$ cat src/rtl/seg7_message_decoder_if.sv
// Bus between a 7-segment pattern source and the message decoder.
// The master side drives seg_in and observes the decoded results.
interface seg7_message_decoder_if;
  logic [6:0] seg_in;
  logic [3:0] char_code;
  logic       char_valid;
  logic       frame_err;
  logic       msg_match;
  logic [3:0] match_idx;

  modport master (
    output seg_in,
    input  char_code, char_valid, frame_err, msg_match, match_idx
  );

  modport slave (
    input  seg_in,
    output char_code, char_valid, frame_err, msg_match, match_idx
  );
endinterface

$ cat src/rtl/seg7_message_decoder.sv
// Decodes settled 7-segment patterns into character codes, frames them on
// blank separators and tracks the "HELLO ASIC" message sequence.
module seg7_message_decoder #(
  parameter int STABLE_CYCLES = 4
) (
  input logic                  clk,
  input logic                  reset,
  seg7_message_decoder_if.slave bus
);

  localparam logic [15:0] STABLE_MAX = 16'(STABLE_CYCLES);
  localparam logic [15:0] SETTLE_AT  = 16'(STABLE_CYCLES - 1);

  typedef enum logic [1:0] {IDLE, GAP, HOLD} state_t;

  function automatic logic [3:0] decode(input logic [6:0] pat);
    case (pat)
      7'h00:   decode = 4'h0;
      7'h76:   decode = 4'h1;
      7'h79:   decode = 4'h2;
      7'h38:   decode = 4'h3;
      7'h3F:   decode = 4'h4;
      7'h77:   decode = 4'h5;
      7'h6D:   decode = 4'h6;
      7'h30:   decode = 4'h7;
      7'h39:   decode = 4'h8;
      default: decode = 4'hF;
    endcase
  endfunction

  function automatic logic [3:0] expected(input logic [3:0] idx);
    case (idx)
      4'd0:    expected = 4'h1;
      4'd1:    expected = 4'h2;
      4'd2:    expected = 4'h3;
      4'd3:    expected = 4'h3;
      4'd4:    expected = 4'h4;
      4'd5:    expected = 4'h5;
      4'd6:    expected = 4'h6;
      4'd7:    expected = 4'h7;
      4'd8:    expected = 4'h8;
      default: expected = 4'hE;
    endcase
  endfunction

  logic [6:0]  seg_p0;
  logic [6:0]  cand_p1;
  logic [15:0] cnt_p1;
  logic        settle;

  // Stage p0/p1: sample, compare against previous sample, count stability.
  always_ff @(posedge clk) begin
    if (reset) begin
      seg_p0  <= 7'h00;
      cand_p1 <= 7'h00;
      cnt_p1  <= 16'd0;
    end else begin
      seg_p0  <= bus.seg_in;
      cand_p1 <= seg_p0;
      if (seg_p0 != cand_p1)
        cnt_p1 <= 16'd0;
      else if (cnt_p1 != STABLE_MAX)
        cnt_p1 <= cnt_p1 + 16'd1;
    end
  end

  assign settle = (seg_p0 == cand_p1) && (cnt_p1 == SETTLE_AT);

  state_t      state, state_n;
  logic [3:0]  code_r, code_n;
  logic        valid_r, valid_n;
  logic        ferr_r, ferr_n;
  logic [6:0]  held_r, held_n;
  logic [3:0]  idx_r, idx_n;
  logic        match_r, match_n;

  always_comb begin
    state_n = state;
    code_n  = code_r;
    valid_n = 1'b0;
    ferr_n  = 1'b0;
    held_n  = held_r;
    if (settle) begin
      case (state)
        IDLE: if (cand_p1 == 7'h00) state_n = GAP;
        GAP: begin
          if (cand_p1 != 7'h00) begin
            valid_n = 1'b1;
            code_n  = decode(cand_p1);
            held_n  = cand_p1;
            state_n = HOLD;
          end
        end
        HOLD: begin
          if (cand_p1 == 7'h00)
            state_n = GAP;
          else if (cand_p1 != held_r)
            ferr_n = 1'b1;
        end
        default: state_n = IDLE;
      endcase
    end
  end

  // Matcher works one cycle behind the framer, off the registered pulse.
  always_comb begin
    idx_n   = idx_r;
    match_n = 1'b0;
    if (valid_r) begin
      if (code_r == expected(idx_r)) begin
        if (idx_r == 4'd8) begin
          match_n = 1'b1;
          idx_n   = 4'd0;
        end else begin
          idx_n = idx_r + 4'd1;
        end
      end else if (code_r == 4'h1) begin
        idx_n = 4'd1;
      end else begin
        idx_n = 4'd0;
      end
    end
  end

  // Stage p2: framer and matcher registers.
  always_ff @(posedge clk) begin
    if (reset) begin
      state   <= IDLE;
      code_r  <= 4'h0;
      valid_r <= 1'b0;
      ferr_r  <= 1'b0;
      idx_r   <= 4'd0;
      match_r <= 1'b0;
    end else begin
      state   <= state_n;
      code_r  <= code_n;
      valid_r <= valid_n;
      ferr_r  <= ferr_n;
      idx_r   <= idx_n;
      match_r <= match_n;
    end
  end

  // Only consulted in HOLD, which is always entered through a fresh capture.
  always_ff @(posedge clk) begin
    held_r <= held_n;
  end

  assign bus.char_code  = code_r;
  assign bus.char_valid = valid_r;
  assign bus.frame_err  = ferr_r;
  assign bus.msg_match  = match_r;
  assign bus.match_idx  = idx_r;

endmodule

$ cat src/flat_wrapper.sv
// flat-port wrapper written by rule: the top's interface ports become plain ports
module seg7_message_decoder_flat 
#(
  parameter int STABLE_CYCLES = 4
)
  (clk, reset, bus_seg_in, bus_char_code, bus_char_valid, bus_frame_err, bus_msg_match, bus_match_idx);
  seg7_message_decoder_if bus_i ();
  input logic clk;
  input logic reset;
  input wire logic [$bits(bus_i.seg_in)-1:0] bus_seg_in;
  output wire logic [$bits(bus_i.char_code)-1:0] bus_char_code;
  output wire logic [$bits(bus_i.char_valid)-1:0] bus_char_valid;
  output wire logic [$bits(bus_i.frame_err)-1:0] bus_frame_err;
  output wire logic [$bits(bus_i.msg_match)-1:0] bus_msg_match;
  output wire logic [$bits(bus_i.match_idx)-1:0] bus_match_idx;
  assign bus_i.seg_in = bus_seg_in;
  assign bus_char_code = bus_i.char_code;
  assign bus_char_valid = bus_i.char_valid;
  assign bus_frame_err = bus_i.frame_err;
  assign bus_msg_match = bus_i.msg_match;
  assign bus_match_idx = bus_i.match_idx;
  seg7_message_decoder #(.STABLE_CYCLES(STABLE_CYCLES)) u_core (.clk(clk), .reset(reset), .bus(bus_i));
endmodule
$ cat config.mk
export PLATFORM = sky130hd
export DESIGN_NAME = seg7_message_decoder_flat
export DESIGN_NICKNAME = d
export VERILOG_FILES = /design/src/rtl/seg7_message_decoder_if.sv /design/src/rtl/seg7_message_decoder.sv /design/src/flat_wrapper.sv
export SDC_FILE = /design/constraint.sdc
export NUM_CORES = 1
export LEC_CHECK = 0
export ABC_CLOCK_PERIOD_IN_PS = 1800
export BUFFER_PORTS_ARGS = -buffer_cell sky130_fd_sc_hd__buf_4
export CORE_MARGIN = 5
export CORE_UTILIZATION = 37
export DETAILED_ROUTE_END_ITERATION = 12
export PLACE_DENSITY = 0.65
export SYNTH_ARGS = -nofsm -noshare
export SYNTH_HDL_FRONTEND = slang
export SYNTH_SLANG_ARGS = --single-unit
$ cat constraint.sdc
create_clock -name clk -period 1.8 [get_ports clk]
set_input_delay 0.27 -clock clk [delete_from_list [all_inputs] [get_ports clk]]
set_output_delay 0.27 -clock clk [all_outputs]
set_load 0.02 [all_outputs]
==> impl_summary.md <==
Layout
The post-synthesis to final-layout area growth is 23.0%. The final net count is 308. The share of layout cells above drive strength 1 is 27.4%. The sequential cells in the finished layout cover a total of 0.00116 sq mm. 0 antenna diodes ended up in the layout. The combined area of the multi-input logic cells is 0.00132 sq mm.

The number of fillers in the final layout is 604. The library cells used most frequently in the layout, excluding fill and tap cells, are sky130_fd_sc_hd__dfxtp_1, sky130_fd_sc_hd__buf_4, sky130_fd_sc_hd__nor2_1, sky130_fd_sc_hd__xor2_1, sky130_fd_sc_hd__nand2_1. The area of all placed cells without fillers is 0.00304 sq mm.

Routing
In the routed layout, each cell is associated on average with a via count of 4.95. For this run, the detailed router's first-pass iteration total came to 6. The detailed router finished its first iteration with 95 violations. After detailed routing, the average wire length per cell comes to 12.3 um. The post-route antenna net violation count is 0. The via total after detailed routing is 1,848. The detailed-route wire length is 4600 um.

The detailed-route DRC error count is 0.

Placement
Detailed placement finished with a half-perimeter wire length of 3370 um. During placement, the flow inserted port buffers numbering 19. The weighted congestion reported at the end of routability-driven placement is 0.803. The instance area at placement is 0.00283 sq mm.

GRT
Global routing finished with a remaining overflow of 0. Entering global routing, the biggest net connects 33 pins. The global router's overall resource usage is 11.6%. The number of antenna violations at the first check in global routing came to 0. The number of global-route vias before repair is 1,793. The first global-routing pass estimated 8070 um of wire.

Yosys
The number of different library cells used by synthesis comes to 46. The cell area that synthesis handed to floorplanning was 0.00247 sq mm. Counting flops with a built-in enable in the synthesized netlist gives 7. Synthesis produced a netlist with a net count of 271. The average instance in the mapped netlist occupies 9.56 sq um. The Yosys step of the flow raised 0 warnings. The area share of the largest cell type after synthesis is 38.1%. The most used flip-flop cell after synthesis is sky130_fd_sc_hd__dfxtp_1. Sequential cells were found to cover 46.7% of the synthesized design area.

Of all cell types, the one taking the most synthesized area is sky130_fd_sc_hd__dfxtp_1. By area the synthesized netlist is led by sky130_fd_sc_hd__dfxtp_1, sky130_fd_sc_hd__edfxtp_1, sky130_fd_sc_hd__xor2_1, sky130_fd_sc_hd__nor2_1, sky130_fd_sc_hd__xnor2_1. The fraction of synthesis flops using an asynchronous set or reset pin is 0%. The post-synthesis cell count is 258. The synthesized design contains 54 register bits.

Timing
The final max-slew violation count is 0. The worst-case clock skew is 4.98 ps. Setup violations remaining at the end of the flow were counted as 0. The post-route fraction of the period consumed by the critical path is 97.7%.

The minimum period implied by the final worst setup slack is 1760 ps. Setup repair after global routing could not meet its margin everywhere. The tightest slew margin relative to the limit is 69.5%. The hold violation count in the final report is 0. At the pin with the least slew margin, the transition time is 452 ps. The highest clock rate is 569 MHz.

Power
The fraction of power consumed by sequential logic is 59.3%. The clock network is responsible for 34.1% of the overall power. The internal portion of the total power is 1.62 mW. The net switching power is 0.483 mW.

The maximum vdd drop is 0.000324 V. The switching share of total power is 23.0%. Power spread over the standard cell area amounts to 692 mW/mm^2. In this run, the combinational gates consume 6.6% of the power. The completed layout was analyzed and its total power is 2.10 mW. The leakage power is 1.17 nW.

Clock tree
The number of CTS-inserted buffers is 5. The deepest level of the CTS H-tree is 2. Hold repair after CTS inserted 0 buffers. The clock net in this run drives a total of 54 sinks. The clock-pin slew of the registers on the worst-case setup and hold paths is 100 ps. Counting along the longest clock path gives a buffer depth of 2. The root buffer cell chosen for the clock tree is sky130_fd_sc_hd__clkbuf_8.

For the worst-skew pair, the clock arrives at the later sink with an insertion delay of 310 ps. The clock tree from TritonCTS is done.

Run
The max-capacitance violation count is 0.

Min path
The class of the most critical hold timing path is primary input to register. The worst hold path begins at bus_seg_in[1]. Along the worst hold path, the cell count comes to 2.

Setup path
The timing startpoint of the critical path is u_core.cnt_p1[8]. For the worst flop-to-flop path, the logic depth is 5. At the worst endpoint, the required time is 1830 ps.

The critical-path maximum fanout is 7. The type of destination of the critical path is a register. In this run the critical register-to-register path is launched from u_core.cnt_p1[8].

The kind of critical path is register to register. STA classifies the critical path startpoint as a register. STA puts the critical path data arrival time at 1790 ps.

Floorplanning
Measured along the y axis, the die boundary spans 91.7 um. The placeable core area is 0.00642 sq mm. The total die area is 0.00840 sq mm. The site row count is 29.

The horizontal die dimension is 91.7 um. For this design the top-level I/O count stands at 20. The effective utilization at floorplan is 38.4%.

Status
The flow ran to the end, and the final reports show no timing, DRC or antenna violations.
## state kept, by name, indices dropped and copies added (netlist names), named ones only
register               flops
u_core.bus.char_code       4
u_core.bus.char_valid      1
u_core.bus.frame_err       1
u_core.bus.match_idx       4
u_core.bus.msg_match       1
u_core.cand_p1             7
u_core.cnt_p1             16
u_core.held_r              7
u_core.seg_p0              7
u_core.state               2
## power by group through the flow
stage / combinational [mW] / sequential (mW) / clock (mW)
detailed placement: 0.130 / 1.27 / 0
global placement: 0.129 / 1.27 / 0
global route: 0.153 / 1.25 / 0.790
floorplan: 0.0946 / 1.27 / 0
finish: 0.139 / 1.25 / 0.716
CTS: 0.133 / 1.25 / 0.739
## area by class of cell
type / count / share of cell area (%)
Multi-Input combinational cell: 180 / 43.4
Sequential cell: 54 / 38.1
Timing Repair Buffer: 42 / 10.4
Tap cell: 77 / 3.17
Clock buffer: 6 / 2.72
Inverter: 12 / 1.65
Clock inverter: 2 / 0.536
## synthesized netlist by cell type (all sizes together), types with 3 or more instances
cell / instances
dfxtp: 47
nor2: 28
xor2: 23
nand2: 17
nor2b: 15
nand3: 14
inv: 12
xnor2: 11
clkbuf: 10
nand4: 8
a21oi: 7
edfxtp: 7
nor4: 7
and3: 5
ha: 4
o21ai: 4
o22ai: 4
a221oi: 3
a31oi: 3
mux2i: 3
## worst paths after layout
path	endpoint	slack [ps]
max reg2reg	u_core.held_r[3]	40
min reg2reg	u_core.cand_p1[0]	470
min	u_core.seg_p0[1]	160
max	u_core.held_r[3]	40
## worst max-delay path: stages (launching register included)
cell	delay, ps
sky130_fd_sc_hd__dfxtp_2	330
sky130_fd_sc_hd__or4_4	540
sky130_fd_sc_hd__nor4_4	130
sky130_fd_sc_hd__buf_4	180
sky130_fd_sc_hd__nand4_4	160
sky130_fd_sc_hd__clkinv_4	140
## routing by layer
| metal | up-vias | routed length, um | GRT usage, % | part of all wire, % |
|---|---|---|---|---|
| met1 | 849 | 2210 | 15.0 | 48 |
| met5 | - | 0 | 0 | 0 |
| li1 | 962 | - | - | - |
| met2 | 28 | 2140 | 18.6 | 47 |
| met3 | 9 | 152 | 2.86 | 3.3 |
| met4 | 0 | 95 | 5.03 | 2.1 |
## repair_timing
| item | in CTS | in global routing |
|---|---|---|
| hold endpoints to repair | 0 | 0 |
| buffers inserted | 1 | 1 |
| pin swaps | 2 | 10 |
| resized for setup | 6 | 18 |
| setup endpoints to repair | 15 | 20 |
## cells by family after synthesis
group,count (synthesis),synth area share [%]
compound gates,31,8.47
mux,3,1.22
buf+inv,24,3.85
simple gates,108,25.7
fa+ha+maj,4,2.03
xor+xnor,34,12.1
flops,54,46.7
## through the flow
step	utilization [%]	setup WS, ps	setup TNS [ps]	hold slack [ps]	std cells
after floorplan	-	16.8	0	342	258
after global placement	44.0	-16.5	-115	467	363
after detailed placement	44.0	-63.0	-444	472	363
after CTS	46.0	-38.9	-357	152	372
after global routing	47.3	-43.6	-388	158	373
final	47.3	42.2	0	164	373
Power figures use the tool's default switching activity.
